[src/rtl/count_snapshot_pkg.sv]
// count_snapshot_pkg: shared widths and the snapshot entry type for the
// counter snapshot FIFO.
package count_snapshot_pkg;

    localparam int CNT_W     = 64;
    localparam int DEPTH_MAX = 16;

    // One captured snapshot: one field per upstream counter.
    typedef struct packed {
        logic [CNT_W-1:0] cnt0;
        logic [CNT_W-1:0] cnt1;
    } snap_entry_t;

    // Pack two counter values into an entry.
    function automatic snap_entry_t make_entry(input logic [CNT_W-1:0] c0,
                                               input logic [CNT_W-1:0] c1);
        snap_entry_t e;
        e.cnt0 = c0;
        e.cnt1 = c1;
        return e;
    endfunction

endpackage

[src/rtl/count_snapshot_fifo.sv]
// snap_fifo: register-based DEPTH-entry FIFO of snap_entry_t.
// Push and Pop must already be qualified by the caller. Count, Valid and Full
// are registered. Storage has no reset.
import count_snapshot_pkg::*;

module snap_fifo #(
    parameter int DEPTH = 4
) (
    input  logic                       Clk,
    input  logic                       Reset,
    input  logic                       Push,
    input  logic                       Pop,
    input  snap_entry_t                WrData,
    output snap_entry_t                RdData,
    output logic [$clog2(DEPTH+1)-1:0] Count,
    output logic                       Valid,
    output logic                       Full
);

    localparam int CW = $clog2(DEPTH + 1);
    localparam int PW = $clog2(DEPTH);

    snap_entry_t      mem_r [DEPTH];
    logic [PW-1:0]    wr_ptr_r;
    logic [PW-1:0]    rd_ptr_r;
    logic [CW-1:0]    count_r;
    logic [CW-1:0]    count_nxt_s;
    logic             valid_r;
    logic             full_r;

    // Next occupancy: +1 on push only, -1 on pop only, otherwise unchanged.
    always_comb begin
        count_nxt_s = count_r;
        case ({Push, Pop})
            2'b10:   count_nxt_s = count_r + CW'(1);
            2'b01:   count_nxt_s = count_r - CW'(1);
            default: count_nxt_s = count_r;
        endcase
    end

    // Pointers and status flags; pointers wrap naturally since DEPTH is a power of two.
    always_ff @(posedge Clk or posedge Reset) begin
        if (Reset) begin
            wr_ptr_r <= PW'(0);
            rd_ptr_r <= PW'(0);
            count_r  <= CW'(0);
            valid_r  <= 1'b0;
            full_r   <= 1'b0;
        end else begin
            if (Push) wr_ptr_r <= wr_ptr_r + PW'(1);
            if (Pop)  rd_ptr_r <= rd_ptr_r + PW'(1);
            count_r <= count_nxt_s;
            valid_r <= (count_nxt_s != CW'(0));
            full_r  <= (count_nxt_s == CW'(DEPTH));
        end
    end

    // Entry storage write; contents are only meaningful behind a valid pointer.
    always_ff @(posedge Clk) begin
        if (Push) mem_r[wr_ptr_r] <= WrData;
    end

    assign RdData = mem_r[rd_ptr_r];
    assign Count  = count_r;
    assign Valid  = valid_r;
    assign Full   = full_r;

endmodule

[src/rtl/count_snapshot.sv]
// count_snapshot: captures {Cnt0,Cnt1} on Snap into a small FIFO, with a
// sticky Drop flag for snapshots lost while full.
// Macro COUNT_SNAPSHOT_DELTA_EN: when defined, entries hold the difference
// from the previously accepted snapshot (modulo 2^64) instead of absolute values.
import count_snapshot_pkg::*;

module count_snapshot #(
    parameter int DEPTH = 4
) (
    input  logic                       Clk,
    input  logic                       Reset,
    input  logic [CNT_W-1:0]           Cnt0,
    input  logic [CNT_W-1:0]           Cnt1,
    input  logic                       Snap,
    input  logic                       Ready,
    input  logic                       ClrDrop,
    output logic                       Valid,
    output logic [CNT_W-1:0]           Data0,
    output logic [CNT_W-1:0]           Data1,
    output logic [$clog2(DEPTH+1)-1:0] Count,
    output logic                       Full,
    output logic                       Drop
);

    logic        pop_s;
    logic        push_s;
    logic        discard_s;
    logic        drop_r;
    snap_entry_t wr_entry_s;
    snap_entry_t rd_entry_s;

    // A full FIFO still accepts a snapshot when the head leaves at the same edge.
    assign pop_s     = Valid & Ready;
    assign push_s    = Snap & (~Full | pop_s);
    assign discard_s = Snap & Full & ~pop_s;

`ifdef COUNT_SNAPSHOT_DELTA_EN
    logic [CNT_W-1:0] base0_r;
    logic [CNT_W-1:0] base1_r;

    // Entry is the distance from the last accepted snapshot, wrapping modulo 2^64.
    always_comb begin
        wr_entry_s = make_entry(Cnt0 - base0_r, Cnt1 - base1_r);
    end

    // Baseline follows accepted pushes only; discarded snapshots leave it alone.
    always_ff @(posedge Clk or posedge Reset) begin
        if (Reset) begin
            base0_r <= {CNT_W{1'b0}};
            base1_r <= {CNT_W{1'b0}};
        end else if (push_s) begin
            base0_r <= Cnt0;
            base1_r <= Cnt1;
        end
    end
`else
    // Entry is the absolute counter values.
    always_comb begin
        wr_entry_s = make_entry(Cnt0, Cnt1);
    end
`endif

    // Sticky drop flag; a discard wins over a simultaneous clear.
    always_ff @(posedge Clk or posedge Reset) begin
        if (Reset) begin
            drop_r <= 1'b0;
        end else if (discard_s) begin
            drop_r <= 1'b1;
        end else if (ClrDrop) begin
            drop_r <= 1'b0;
        end
    end

    snap_fifo #(.DEPTH(DEPTH)) u_fifo (
        .Clk    (Clk),
        .Reset  (Reset),
        .Push   (push_s),
        .Pop    (pop_s),
        .WrData (wr_entry_s),
        .RdData (rd_entry_s),
        .Count  (Count),
        .Valid  (Valid),
        .Full   (Full)
    );

    assign Data0 = rd_entry_s.cnt0;
    assign Data1 = rd_entry_s.cnt1;
    assign Drop  = drop_r;

endmodule

[config.mk]
export PLATFORM = sky130hd
export DESIGN_NAME = count_snapshot
export DESIGN_NICKNAME = d
export VERILOG_FILES = /design/src/rtl/count_snapshot_pkg.sv /design/src/rtl/count_snapshot_fifo.sv /design/src/rtl/count_snapshot.sv
export SDC_FILE = /design/constraint.sdc
export NUM_CORES = 1
export LEC_CHECK = 0
export ABC_AREA = 0
export BUFFER_PORTS_ARGS = -buffer_cell sky130_fd_sc_hd__buf_2
export CAP_MARGIN = 20
export CORE_ASPECT_RATIO = 1.75
export CORE_UTILIZATION = 55
export CTS_CLUSTER_DIAMETER = 80
export DETAILED_ROUTE_END_ITERATION = 10
export PLACE_DENSITY = 0.78
export SKIP_CTS_REPAIR_TIMING = 1
export SYNTH_ARGS = -nofsm -noshare
export SYNTH_HDL_FRONTEND = slang
export SYNTH_SLANG_ARGS = --single-unit
export TNS_END_PERCENT = 20
[constraint.sdc]
create_clock -name Clk -period 8.55 [get_ports Clk]
set_input_delay 1.71 -clock Clk [delete_from_list [all_inputs] [get_ports Clk]]
set_output_delay 1.71 -clock Clk [all_outputs]
set_load 0.05 [all_outputs]
# After elaboration in Yosys (flattened, before gate mapping)
# Memories as Yosys holds them, arrays and structs flattened.
# Cells that the tools add are included.
[totals] word_cells=28 mem_count=1 inputBits=133 ramBits=512 regBits=10
[memory_table] name="u_fifo.mem_r" words=4 word_bits=128 read_ports=1 rd_ports_with_merged_regs=0 wr=1 line="count_snapshot_fifo.sv:23" rtl="snap_entry_t mem_r [DEPTH];"
[op_classes] reduce_logical=2 n_bitwise=7 add_sub_neg=4 n_mux=5 eq_ne=3
[op_table] op="case mux 3 bit (2 select lines)" count=1
[op_table] op="adder 2 x 1 -> 2 bit (second input constant)" count=2
[op_table] op="AND 1 bit" count=4
[op_table] op="two-way mux 1 bit" count=4
[op_table] op="adder 3 x 1 -> 3 bit (second input constant)" count=1
[op_table] op="equality test 3 bit (second input constant)" count=1
[op_table] op="nonzero test 3 bit" count=1
[op_table] op="subtractor 3 x 1 -> 3 bit (second input constant)" count=1
[op_table] op="equality test 2 x 1 -> 1 bit (second input constant)" count=1
[op_table] op="equality test 2 bit (second input constant)" count=1
[op_table] op="inverter 1 bit" count=2
[op_table] op="nonzero test 2 bit" count=1
[op_table] op="OR 1 bit" count=1

# Depth between registers and ports, before layout
# Gate-level depths: netlist of run 1.
[logic_depth] word_depth=6 ltp_mapped=8 depth_no_buf=8

# Modules after synthesis
# Synthesis of run 1 repeated with hierarchy kept, for this count alone.
[hier_totals] cells_unflattened=717 hier_area_um2=19010.7
[by_module_without_submodules] module="snap_fifo" area_each_um2=18953.2 seq_area_each_um2=15600.0 cells_per_inst=710 instances=1
[by_module_without_submodules] module="count_snapshot" area_each_um2=57.6 seq_area_each_um2=25.0 cells_per_inst=7 instances=1

# Least setup slack after synthesis of run 1
# No wires, ideal clock.
[synth_timing] kind="input -> register" start="in Ready" end="mem u_fifo.mem_r[0][0] in the netlist's numbering, enable pin" setup_time_ps=502 setup_slack_ps=2873 required_ps=8048 n_path_buf=0 stages=3 arrival_time_ps=5174 cell_sequence="nand2_1 -> a21boi_1 -> and2_1"
[synth_via] elab_chain_cells=5
[synth_lines] element="start: declaration" line="count_snapshot.sv:15" rtl="input logic Ready,"
[synth_lines] element="AND 1 bit" line="count_snapshot.sv:33" rtl="assign pop_s = Valid & Ready;"
[synth_lines] element="OR 1 bit" line="count_snapshot.sv:34" rtl="assign push_s = Snap & (~Full | pop_s);"
[synth_lines] element="AND 1 bit" line="count_snapshot.sv:34"
[synth_lines] element="two-way mux 1 bit" line="count_snapshot_fifo.sv:60" rtl="if (Push) mem_r[wr_ptr_r] <= WrData;"
[synth_lines] element="two-way mux 1 bit (not written as such)" line="count_snapshot_fifo.sv:60"
[synth_lines] element="end: declaration" line="count_snapshot_fifo.sv:23"
# No other way between the ends.

# Worst setup path after layout of run 1
[layout_timing] start="reg u_fifo.rd_ptr_r[1]" end="out Data0[23]"
[layout_via] elab_chain_cells=1
[layout_lines] element="start: declaration" line="count_snapshot_fifo.sv:25" rtl="logic [PW-1:0] rd_ptr_r;"
[layout_lines] element="start signal: assignment" line="count_snapshot_fifo.sv:51" rtl="if (Pop) rd_ptr_r <= rd_ptr_r + PW'(1);"
[layout_lines] element="memory (4 x 128 bit)"
[layout_lines] element="end: declaration" line="count_snapshot.sv:18" rtl="output logic [CNT_W-1:0] Data0,"
# No other way between the ends.

==> results of run 1 <==
cells in the mapped netlist:
master,number
nor4bb_1,1
clkbuf_1,2
inv_1,6
xnor2_1,6
nand2_1,1
o21ai_0,3
and2_1,4
a21o_1,1
buf_4,1
ha_1,5
fa_1,1
nor3b_1,2
edfxtp_1,512
or2_2,1
mux4_2,128
o221ai_1,1
buf_2,15
buf_6,11
dfrtp_1,10
a21boi_1,1
mux2_2,2
nand3_1,2
registers in the layout (all words and copies together), names as in the netlist:
name and cells:
Drop 1, u_fifo.Count 3, u_fifo.Full 1, u_fifo.Valid 1, u_fifo.mem_r 512, u_fifo.rd_ptr_r 2, u_fifo.wr_ptr_r 2
per-stage QoR:
| step | cells | worst slack, ns | area (um2) | hold WS, ns |
|---|---|---|---|---|
| detailed placement | 1414 | 3.80 | 20800 | 0.523 |
| global placement | 1414 | 3.82 | 20800 | 0.514 |
| finish | 1500 | 3.66 | 22200 | 0.530 |
| floorplan | 716 | 2.87 | 19000 | 0.534 |
| global route | 1497 | 3.52 | 22100 | 0.576 |
| CTS | 1492 | 3.57 | 22100 | 0.530 |
critical path, delay by kind of cell (launching register included):
family                 cells  cell delay, ns
DFF                        1            1.11
buffers and inverters      2            1.06
muxes                      1            0.42
layer usage:
| metal | vias to the layer above | routed length (um) |
|---|---|---|
| li1 | 3672 | - |
| met1 | 4393 | 12900 |
| met2 | 283 | 18600 |
| met3 | 56 | 2260 |
| met4 | 8 | 1060 |
| met5 | - | 53 |
cell type report:
type / instances / area (um2) / area share [%]
Multi-Input combinational cell: 159 / 3160 / 14.3
Sequential cell: 522 / 15600 / 70.6
Clock buffer: 53 / 1160 / 5.22
Antenna cell: 8 / 20.0 / 0.0904
Inverter: 6 / 22.5 / 0.102
Tap cell: 455 / 569 / 2.57
Timing Repair Buffer: 272 / 1390 / 6.27
Clock inverter: 25 / 208 / 0.937
cells by family after synthesis:
logic type / Yosys count / synth area share [%]
DFF: 522 / 82.2
muxes: 130 / 15.3
buffers and inverters: 35 / 1.24
and+or+nand+nor: 11 / 0.369
AOI/OAI and AO/OA: 6 / 0.204
xor gates and xnor gates: 6 / 0.276
adders and majority gates: 6 / 0.434
path summary, 6_finish.rpt:
kind,slack (ns),end,cells past startpoint
worst max-delay path,3.66,Data0[23],3
worst min-delay path,0.53,Drop,2
worst max register to register,5.27,u_fifo.mem_r[3][63],4
worst min register to register,0.53,Drop,2
max in group asynchronous,7.06,u_fifo.rd_ptr_r[0],2
min in group asynchronous,1.15,u_fifo.Count[2],2
where the power goes:
group          total, mW  internal [mW]  switching, mW
Sequential          3.55           3.36          0.185
Combinational       3.41          0.987           2.42
Clock               1.89           1.08          0.814
==> flow_metrics.env, run 1 <==
export IMPL_status="finished, final reports clean"
export IMPL_slowest_delay_ns=1.11
export IMPL_relSlewSlack_pct=23.8
export IMPL_core_um2=33900
export IMPL_syn_to_final_growth_pct=16.5
export IMPL_hold_path_class="reg -> reg"
export IMPL_routed_via_count=8412
export IMPL_busiest_layer="met2"
export IMPL_cts_clk_slew_worst_paths_ns=0.06
export IMPL_numPortBuffers=266
export IMPL_route_detailed_drc=0
export IMPL_start_kind="register"
export IMPL_ys_types=22
export IMPL_met1_usage_pct=25.5
export IMPL_routed_via_density=5.61
export IMPL_wl_per_cell_um=23.3
export IMPL_rsz0062_at_grt="no"
export IMPL_synthCells=716
export IMPL_grt_usage_pct=20.3
export IMPL_htree_levels=2
export IMPL_period_share_pct=57.2
export IMPL_fin_util_pct=65.4
export IMPL_synth_area_top_cells="edfxtp_1 (81%), mux4_2 (15%), dfrtp_1 (1.3%), buf_6 (0.65%), buf_2 (0.39%)"
export IMPL_groute_layer_met2_usage_pct=34.6
export IMPL_tightest_slew_ns=1.14
export IMPL_met3_usage_pct=4.26
export IMPL_dieArea_um2=35300
export IMPL_dr_pass1_iters=4
export IMPL_fp_dieW_um=143
export IMPL_crit_type="reg -> out"
export IMPL_grt_pass1_wl_um=51900
export IMPL_hpwl_um=20900
export IMPL_ir_drop_v=0.000450
export IMPL_hold_viol_final=0
export IMPL_ios=267
export IMPL_yosysTopAreaCell="edfxtp_1"
export IMPL_cts_root_buffer_cell="clkbuf_16"
export IMPL_clock_latency_ns=0.54
export IMPL_synth_area_um2=19000
export IMPL_final_common_cell="edfxtp_1"
export IMPL_cp_required_ns=6.84
export IMPL_avgSynthCellArea_um2=26.6
export IMPL_nets=1144
export IMPL_drive_gt1_share_pct=44.8
export IMPL_fp_dieH_um=248
export IMPL_cts_tree="done"
export IMPL_final_fill_count=2251
export IMPL_hp_start="Drop"
export IMPL_powerDensity_nw_per_um2=399
export IMPL_final_cell_mix="edfxtp_1 (512), buf_2 (266), mux4_2 (128), clkbuf_16 (45), clkinv_1 (14)"
export IMPL_synth_nets=855
export IMPL_crit_start="u_fifo.rd_ptr_r[1]"
export IMPL_max_freq_ghz=0.204
export IMPL_cts_path_max_buffers=3
export IMPL_min_period_ns=4.89
export IMPL_leakagePower_nw=7.53
export IMPL_routabilityCongestion=0.739
export IMPL_initial_core_util_pct=56.2
export IMPL_power_mw=8.85
export IMPL_cp_cell_sequence="buf_4 > mux4_2 > buf_2"
export IMPL_synth_seq_area_share_pct=82.2
export IMPL_antenna_found_initial=10
export IMPL_max_cap_violations=0
export IMPL_yosysWarnings=0
export IMPL_tns_ns=0
export IMPL_cp_slowest_cell="dfrtp_4"
export IMPL_cts_sinks=522
export IMPL_routed_wl_um=34900
export IMPL_fp_row_count=89
export IMPL_synth_top_cell_area_share_pct=80.9
export IMPL_slew_viol_final=0
export IMPL_setup_viol=0
export IMPL_synth_seq_cells=522
export IMPL_skew_ns=0.0184
export IMPL_critPathArrivalTime_ns=3.18
export IMPL_grt_pass1_vias=8809
export IMPL_grt_max_degree=131
export IMPL_grt_overflow=0
export IMPL_worstSetupEndpointType="primary output"
export IMPL_numCtsBuffers=44
export IMPL_ant_nets=0
export IMPL_reg2reg_from="u_fifo.Valid"
export IMPL_first_iter_violations=482
export IMPL_crit_fanout=70
No activity file was read; power rests on OpenSTA's default activity.
==> run 2: changes to the inputs <==
==> constraint.sdc (replaced) <==
create_clock -name Clk -period 4.53 [get_ports Clk]
set_input_delay 0.906 -clock Clk [delete_from_list [all_inputs] [get_ports Clk]]
set_output_delay 0.906 -clock Clk [all_outputs]
set_load 0.05 [all_outputs]
==> run 2 against run 1 <==
Compared with the run above:
- global-route usage is 0.29 points higher
- die area stayed put
- clock power is 99% higher
- critical path depth stayed put
- total power is 92% higher
- cell area is 1.1% higher
- flip-flop and latch count stayed put
- via count is 0.68% higher
- final cell count is 0.87% higher
- setup slack worse by 2.6 ns
- sequential share of layout area is 0.74 points lower
- clock skew is 0.0069 ns lower
==> flow_metrics.env, run 2 (synthesis results as in run 1) <==
export IMPL_routed_via_count=8469
export IMPL_ant_nets=0
export IMPL_layout_setup_ws_ns=1.01
export IMPL_grt_pass1_vias=8844
export IMPL_fp_row_count=89
export IMPL_rrSetupSlack_ns=2.05
export IMPL_start_kind="register"
export IMPL_largest_reg_flops=512
export IMPL_setup_viol=0
export IMPL_final_common_cell="edfxtp_1"
export IMPL_ir_drop_v=0.000738
export IMPL_relSlewSlack_pct=47.2
export IMPL_hold_path_class="in -> async"
export IMPL_powerDensity_nw_per_um2=758
export IMPL_regMostFlops="u_fifo.mem_r"
export IMPL_route_detailed_drc=0
export IMPL_cts_root_buffer_cell="clkbuf_16"
export IMPL_met2_length_um=20000
export IMPL_grt_usage_pct=20.6
export IMPL_routed_wl_um=35700
export IMPL_core_um2=33900
export IMPL_slew_viol_final=0
export IMPL_tightest_slew_ns=0.791
export IMPL_r2r_end="u_fifo.mem_r[1][40]"
export IMPL_ios=267
export IMPL_crit_family="flip-flops"
export IMPL_routed_via_density=5.60
export IMPL_hold_viol_final=0
export IMPL_max_freq_ghz=0.284
export IMPL_clock_latency_ns=0.54
export IMPL_max_cap_violations=0
export IMPL_antenna_found_initial=13
export IMPL_crit_start="u_fifo.rd_ptr_r[0]"
export IMPL_hpwl_um=21600
export IMPL_numPortBuffers=266
export IMPL_drive_gt1_share_pct=46.6
export IMPL_grt_pass1_wl_um=52200
export IMPL_critPathArrivalTime_ns=2.61
export IMPL_cp_cell_sequence="buf_12 > mux4_2 > buf_2"
export IMPL_wl_met3_um=1910
export IMPL_period_share_pct=77.7
export IMPL_cts_path_max_buffers=3
export IMPL_min_period_ns=3.52
export IMPL_reg2reg_from="u_fifo.Valid"
export IMPL_grt_max_degree=77
export IMPL_cts_tree="done"
export IMPL_slowest_delay_ns=0.76
export IMPL_fp_dieH_um=248
export IMPL_syn_to_final_growth_pct=17.8
export IMPL_power_mw=17.0
export IMPL_cp_buffers_inverters=2
export IMPL_crit_fanout=50
export IMPL_grt_overflow=0
export IMPL_leakagePower_nw=7.64
export IMPL_dieArea_um2=35300
export IMPL_worstSetupEndpointType="primary output"
export IMPL_wl_per_cell_um=23.6
export IMPL_cts_clk_slew_worst_paths_ns=0.06
export IMPL_status="finished, final reports clean"
export IMPL_wl_met1_um=12400
export IMPL_placed_area_um2=20900
export IMPL_htree_levels=2
export IMPL_routabilityCongestion=0.718
export IMPL_final_cell_mix="edfxtp_1 (512), buf_2 (266), mux4_2 (128), clkbuf_16 (45), clkinv_2 (14)"
export IMPL_rr_worst_depth=4
export IMPL_final_cell_area_um2=22400
export IMPL_dr_pass1_iters=4
export IMPL_cp_slowest_cell="dfrtp_4"
export IMPL_crit_type="reg -> out"
export IMPL_pre_cts_slack_ns=1.44
export IMPL_crit_end="Data0[48]"
export IMPL_numCtsBuffers=44
export IMPL_cp_required_ns=3.62
export IMPL_skew_ns=0.0114
export IMPL_rsz0062_at_grt="no"
export IMPL_fin_util_pct=66.1
export IMPL_initial_core_util_pct=56.2
export IMPL_crit_cells=3
export IMPL_fp_dieW_um=143
export IMPL_cts_sinks=522
export IMPL_whs_ns=0.336
export IMPL_first_iter_violations=449
export IMPL_nets=1154
export IMPL_highest_layer="met5"
[run 2: cell types whose count changed in the layout (fill, tap and decap cells not counted), moves of 4 or more]
cell	change
clkinv_2	+7
buf_4	+4
buf_12	+6
clkinv_1	-10
[run 2: how the worst min path moves through the flow]
stage	start	endpoint	slack [ns]	depth (start not counted)
after floorplan	u_fifo.wr_ptr_r[1]	u_fifo.wr_ptr_r[1]	0.53	1
after global placement	Drop	Drop	0.51	2
after detailed placement	Drop	Drop	0.52	2
after CTS	Reset	u_fifo.Full	0.31	2
after global routing	Reset	u_fifo.Full	0.35	2
final	Reset	u_fifo.Full	0.34	2
[run 2: final cells by class]
class,count,area (um2)
Antenna cell,11,27.5
Clock inverter,28,297
Clock buffer,50,1140
Timing Repair Buffer,282,1540
Inverter,6,22.5
Tap cell,455,569
Sequential cell,522,15600
Fill cell,2203,11500
Multi-Input combinational cell,159,3160
[run 2: worst register-to-register path, cell delays in order (launching register included)]
cell and delay [ns]:
dfrtp_1 0.38, nand2_1 0.12, a21boi_1 0.49, and2_4 0.55, buf_4 0.54
[run 2: power breakdown]
part	leakage, nW	switching (mW)	internal, mW
sequential	4.81	0.278	6.32
combinational	2.12	4.66	1.93
clock	0.711	1.61	2.16
[run 2: layer usage]
metal	GRT usage [%]	up-vias
met1	23.1	4430
met5	0	-
met2	37.0	268
met3	4.46	66
met4	10.4	6
li1	-	3699
[run 2: through the flow]
stage          setup TNS [ns]  cells
6_report                    0   1513
2_1_floorplan         -131.50    716
5_1_grt                     0   1513
4_1_cts                     0   1502
3_5_place_dp                0   1424
3_3_place_gp                0   1424
